--- config.mk ---
export PLATFORM = sky130hd
export DESIGN_NAME = rd_arbiter
export DESIGN_NICKNAME = d
export VERILOG_FILES = /design/src/rtl/rd_arbiter.sv
export SDC_FILE = /design/constraint.sdc
export NUM_CORES = 1
export LEC_CHECK = 0
export CORE_MARGIN = 2
export CORE_UTILIZATION = 50
export DETAILED_ROUTE_END_ITERATION = 16
export HOLD_SLACK_MARGIN = 0.1
export MAX_ROUTING_LAYER = met4
export PLACE_DENSITY = 0.73
export SETUP_SLACK_MARGIN = 0.05
export SLEW_MARGIN = 40
export SYNTH_ARGS = -nofsm -noshare
export SYNTH_HDL_FRONTEND = slang
export SYNTH_SLANG_ARGS = --single-unit
--- constraint.sdc ---
create_clock -name clk -period 2.5 [get_ports clk]
set_input_delay 0.625 -clock clk [delete_from_list [all_inputs] [get_ports clk]]
set_output_delay 0.625 -clock clk [all_outputs]
set_load 0.02 [all_outputs]
--- src/rtl/rd_arbiter.sv ---
// Round-robin arbiter sharing one go/ds read engine; BURST beats per grant, done pulse on completion.
// A ds watchdog drops the grant and raises sticky err/err_id; every output comes straight from a flop.
module rd_arbiter #(
  parameter int N_REQ   = 4,
  parameter int BURST   = 1,
  parameter int TMO_W   = 8,
  parameter int TMO_MAX = 200
) (
  input  logic                     clk,
  input  logic                     reset_n,
  input  logic [N_REQ-1:0]         req,
  output logic [N_REQ-1:0]         gnt,
  output logic [N_REQ-1:0]         done,
  output logic                     go,
  input  logic                     ds,
  output logic                     err,
  output logic [$clog2(N_REQ)-1:0] err_id,
  input  logic                     err_clr
);
  localparam int IW = $clog2(N_REQ);
  localparam int BW = (BURST > 1) ? $clog2(BURST) : 1;
  localparam logic [BW-1:0]    LAST_BEAT = BW'(BURST - 1);
  localparam logic [TMO_W-1:0] TMO_LAST  = TMO_W'(TMO_MAX - 1);
  localparam logic [N_REQ-1:0] ONE       = N_REQ'(1);

  typedef enum logic [1:0] {IDLE, GO, WAIT, REL} state_t;

  state_t           state;
  logic [IW-1:0]    last;
  logic [BW-1:0]    beat_cnt;
  logic [TMO_W-1:0] tmo_cnt;
  logic [IW-1:0]    win;
  logic             win_vld;

  // First requester strictly after the previous winner, wrapping; last itself is lowest priority.
  always_comb begin
    int            idx;
    logic [IW-1:0] sel;
    idx     = 0;
    sel     = '0;
    win     = last;
    win_vld = 1'b0;
    for (int i = 1; i <= N_REQ; i++) begin
      idx = (int'(last) + i) % N_REQ;
      sel = IW'(idx);
      if (!win_vld && req[sel]) begin
        win     = sel;
        win_vld = 1'b1;
      end
    end
  end

  always_ff @(posedge clk or negedge reset_n) begin
    if (!reset_n) begin
      state    <= IDLE;
      last     <= IW'(N_REQ - 1);
      beat_cnt <= '0;
      tmo_cnt  <= '0;
      gnt      <= '0;
      done     <= '0;
      go       <= 1'b0;
      err      <= 1'b0;
      err_id   <= '0;
    end else begin
      go   <= 1'b0;
      done <= '0;
      if (err_clr) err <= 1'b0;
      case (state)
        IDLE: begin
          if (win_vld) begin
            state    <= GO;
            gnt      <= ONE << win;
            last     <= win;
            beat_cnt <= '0;
            go       <= 1'b1;
          end
        end
        GO: begin
          tmo_cnt <= '0;
          state   <= WAIT;
        end
        WAIT: begin
          tmo_cnt <= tmo_cnt + 1'b1;
          // A ds arriving on the final watchdog cycle still completes the beat.
          if (ds) begin
            if (beat_cnt == LAST_BEAT) begin
              state <= REL;
              gnt   <= '0;
              done  <= gnt;
            end else begin
              beat_cnt <= beat_cnt + 1'b1;
              state    <= GO;
              go       <= 1'b1;
            end
          end else if (tmo_cnt == TMO_LAST) begin
            err    <= 1'b1;
            err_id <= last;
            gnt    <= '0;
            state  <= IDLE;
          end
        end
        REL: begin
          gnt   <= '0;
          state <= IDLE;
        end
        default: state <= IDLE;
      endcase
    end
  end
endmodule

# After elaboration in Yosys (flattened, before gate mapping)
# Index checks and enable logic that the tools add are counted.
# totals
ff_bits,25
elab_cells,86
# op_classes
addsub,6
magnitude_cmp,4
eq_ne,8
n_shift,1
muxes,42
n_bitwise,1
n_reduce_logical,15
# op_table
op,n
4-bit 2-to-1 mux,7
1-bit 2-to-1 mux,18
2-bit 2-to-1 mux,8
8-bit one-hot mux with 2 select lines,1
2-bit by 3-bit < comparator with 1-bit output (second input constant),4
4-bit one-hot mux with 3 select lines,1
8-bit by 1-bit adder with 8-bit output (second input constant),1
1-bit binary-select mux with 2-bit select,4
8-bit == test (second input constant),1
2-bit one-hot mux with 4 select lines,1
3-bit inequality test (second input constant),2
3-bit AND reduction,2
2-bit by 1-bit adder with 2-bit output (second input constant),2
2-bit adder (second input constant),2
2-bit == test (second input constant),2
2-bit inequality test (second input constant),2
1-bit one-hot mux with 2 select lines,2
2-bit AND reduction,2
4-bit AND reduction,1
2-bit nonzero test,2
1-bit by 2-bit left shift with 4-bit output (first input constant),1
1-bit logical AND,3
1-bit zero test,3
3-bit nonzero test,1
other kinds (4),4

# Depth between registers and ports, before layout
# logic_depth
ltp_word,16
depth_mapped,6
depth_no_buf,6

# Worst setup path after synthesis
# No wires, ideal clock.
# synth_timing
kind,reg-to-reg
start,register state[0]
end,register err_id[0]
setup_time_ns,0.125
arrival_time_ns,1.643
setup_slack_ns,0.732
path_stages_with_launch,6
n_path_buf,0
path_cell_list,dfrtp_1 > inv_1 > ha_1 > inv_1 > or4_4 > mux2_4
# synth_via
elab_chain_cells,2
# synth_rtl
item,line_no,text
"start, declared",28,state_t state;
"start signal, assigned",55,state <= IDLE;
"start signal, assigned",71,state <= GO;
"start signal, assigned",80,state <= WAIT;
2-bit == test,68,case (state)
3-bit AND reduction (no source line),n/a,
"end signal, assigned",97,err_id <= last;
"end, declared",17,"output logic [$clog2(N_REQ)-1:0] err_id,"
# Every way passes these cells.
# A chain may end at the register's enable or synchronous reset.

# Final worst setup path
# layout_timing
start,input port req[3]
end,register gnt[1]
# layout_via
elab_chain_cells,15
word_cells_on_any_way,27
cone_classes,eq/ne: 1; shift: 1; mux: 18; reduce/logical: 7
# layout_rtl
item,line_no,text
"start, declared",11,"input logic [N_REQ-1:0] req,"
1-bit binary-select mux with 2-bit select,46,if (!win_vld && req[sel]) begin
1-bit 2-to-1 mux (not written as such),46,
1-bit 2-to-1 mux,46,
1-bit zero test,46,
1-bit logical AND,46,
1-bit 2-to-1 mux,46,
1-bit zero test,46,
1-bit logical AND,46,
1-bit 2-to-1 mux,46,
1-bit zero test,46,
1-bit logical AND,46,
2-bit 2-to-1 mux,46,
1-bit by 2-bit left shift with 4-bit output,72,gnt <= ONE << win;
4-bit 2-to-1 mux,70,if (win_vld) begin
4-bit one-hot mux with 3 select lines,68,
"end signal, assigned",72,
"end, declared",12,"output logic [N_REQ-1:0] gnt,"
# Parallel ways exist; a longest one is shown, timed or not. The select of a mux whose other input is x is not followed.

==> results.md <==
* Status: completed
* Int Power at roughly 0.79 mW
* RR Startpoint: state[0]
* Drc violations at 0
* Startpoint Class: primary input
* Cell leakage power at around 0.68 nW
* Gpl congestion at 0.846
* Post-CTS Hold Buffers at 0
* RSZ-0062 raised after global routing: false
* CTS tree: built
* Part of the power in registers at between 40% and 50%
* Unique cell type count in the Yosys netlist at 32
* Power Dens Cells at 922 nW/µm²
* Die Ht at 53.5 µm
* I/O Buffers at 19
* FF-to-FF End: gnt[2]
* Register area at 603 µm²
* Mapped Nets at 138
* Least-Margin Pin Slew at between 0.5 and 0.6 ns
* Syn Area/Cell at 9.90 µm²
* Crit path kind: primary input to flip-flop
* Clock latency on the worst-skew pair at just over 0.3 ns
* Post-layout nets at 164
* Hold endpoint: err_id[1]
* Setup tns final at 0 ns
* Die area at 2870 µm²
* Final WS setup at around 0.5 ns
* Post-cts repair resize count at 0
* Kind of end point of the critical path: flip-flop
* P_sw at 0.589 mW
* Worst Min Path Start: err_id[1]
* Floorplan core area at 2280 µm²
* R2r worst-path depth at 7
* Fin crit share at 79.7%
* Tot Pwr at 1.38 mW
* Vias in the first global route at 1,044
* Post-synth EDFFs at 0
* Routed WL at ~2600 µm
* Worst slew margin at a little over three fifths
* Initial Util at 53.9%
* Max-cap viol count at 0
* Yosys reg bits at 24
* CP Data Required Time at 2.68 ns
* Drt wl/cell at approximately 15 µm
* Setup crit start: req[3]
* IO Count at 20
* YS warnings at 0
* Largest net degree at the start of global routing at 25
* Final Skew at between 0.003 and 0.004 ns
* Syn Std Cell Area at approximately 1200 µm²
* Hold Vio Cnt, Final at 0
* Clock power frac at 12.8%
* Root buf cell: clkbuf_4
* GRT Resource Usage Total at 22.4%
* Hold Path Depth at 2
* Share of layout cells above drive strength 1 at 7.38%
* Clock-pin transition on the worst setup and hold timing paths at 0.13 ns
* First-pass GRT wire length at 4460 µm
* Grt total ovfl at 0
* Synth async-reset ratio at 100%
* Minimum clock period at approximately 2 ns
* DRT iter0 DRCs at 20
* Crit path DAT at around 2.2 ns
* Clock sinks at 24
* Logic pwr share at 46.3%
* Switching part of the total at between 40% and 50%
* Dpl hpwl at 2010 µm
* Mapped Cells at between 100 and 150
* Multi-input gate area at 583 µm²
* Worst min path class: flip-flop to flip-flop
* Finish-stage setup viols at 0
* Drt first pass iters at 4
* H-tree depth at 1
* Remaining antenna violation count at 0
* Die X at between 50 and 60 µm
* Initial antenna violation count at 0
* Via Count at ~1,000
* Fillers at 191
* Setup WS pre-CTS at ~0.24 ns
* R2R setup slack at 0.65 ns
* Vias per cell at between 5 and 6
* Worst VDD drop at 0.611 mV
* Antenna fix cells at 0
* # rows at 17
* Maximum buffer depth of the clock tree at 2
* Crit-path max FO at 5
* Leading register cell type out of synthesis: dfrtp_1
* Seq/Total Area, Yosys at 49.1%
* Num CTS Buffers at 3
* Postcts setup bufs at 0
* Slew Viols, Final at 0
* Maximum clock rate at 502 MHz
* Area delta synth->final at 22.0%
-- cell type report --
cell class                 count  area share [%]
sequential                    24            40.3
multi-input combinational     89            38.9
timing repair buffer          22            14.2
inverter                      10            2.51
tap                           28            2.34
clock buffer                   4            1.75
-- placed cells by master, fill, tap and decap left out --
master and n:
dfstp_2 2, o21ai_0 16, nor2_1 7, o21a_1 2
o2bb2ai_1 2, buf_4 3, nand2_1 9, or3_1 1
a31oi_1 2, xnor2_1 1, ha_1 6, nand3_1 4
a21oi_1 6, a221oi_1 1, clkdlybuf4s50_1 19, a2111o_1 1
nand2b_1 3, a21o_1 1, mux2_4 1, inv_1 10
or4_4 1, clkbuf_4 3, clkbuf_1 1, mux2i_1 3
a221o_1 1, and3_1 5, o211ai_1 1, dfrtp_1 22
nand4_1 2, nor4_1 1, or3_4 1, a22o_1 2
nor3_1 2, o31ai_1 4, nor2b_1 3
-- state kept, by name, summed over array words and instances, names as in the netlist --
signal,flops
done,4
err,1
err_id,2
gnt,4
go,1
last,2
state,2
tmo_cnt,8
-- how the worst max path moves through the flow --
stage | to | slack [ns] | cells after the start
finish | gnt[1] | 0.51 | 5
global route | gnt[1] | 0.42 | 5
CTS | gnt[3] | 0.55 | 1
detailed placement | gnt[1] | 0.24 | 5
global placement | gnt[3] | 0.29 | 5
floorplan | err_id[0] | 0.73 | 5
-- cell families after synthesis --
| family | synth area share [%] |
|---|---|
| compound gates | 20.2 |
| simple gates | 16.8 |
| flops | 49.1 |
| buf+inv | 3.36 |
| fa+ha+maj | 6.12 |
| mux | 3.67 |
| xor+xnor | 0.714 |
-- synth_stat cells (all sizes together), types with 2 or more instances --
master,n,area (µm²)
a31oi,2,12.5
a22o,2,17.5
a21oi,6,30.0
o21ai,16,80.1
nand2,9,33.8
o31ai,4,30.0
nor2b,3,18.8
and3,5,31.3
o2bb2ai,2,17.5
nand4,2,12.5
nor3,2,10.0
nor2,7,26.3
ha,6,75.1
dfstp,2,52.6
dfrtp,22,551
nand3,4,20.0
nand2b,3,18.8
o21a,2,15.0
or3,2,17.5
inv,10,37.5
mux2i,3,30.0
-- critical path, stage by stage --
cell             delay [ns]
clkdlybuf4s50_1        0.45
nor4_1                 0.54
a21o_1                 0.25
nand2b_1               0.19
o31ai_1                0.11
-- routing by layer --
layer  track usage, %  vias to the layer above  routed length, µm
met1             27.5                      495               1230
met2             38.3                       24               1310
li1                 -                      504                  -
met3             1.94                        4                 69
met5                -                        -                  0
met4             8.55                        0                 29
-- metrics by stage --
stage               area [µm²]  instances  hold WS [ns]  utilization, %
detailed placement        1470        173         0.479            64.7
CTS                       1500        177         0.508            65.8
finish                    1500        177         0.503            65.8
global route              1500        177         0.557            65.8
global placement          1470        173         0.463            64.7
floorplan                 1230        124         0.329               -
-- power groups by stage --
stage          Sequential, mW  Clock [mW]  Combinational (mW)
2_1_floorplan           0.590           0               0.392
3_3_place_gp            0.566           0               0.598
3_5_place_dp            0.571           0               0.634
4_1_cts                 0.563       0.181               0.636
5_1_grt                 0.578       0.197               0.717
6_report                0.564       0.177               0.639
No activity file was read; power rests on OpenSTA's default activity.
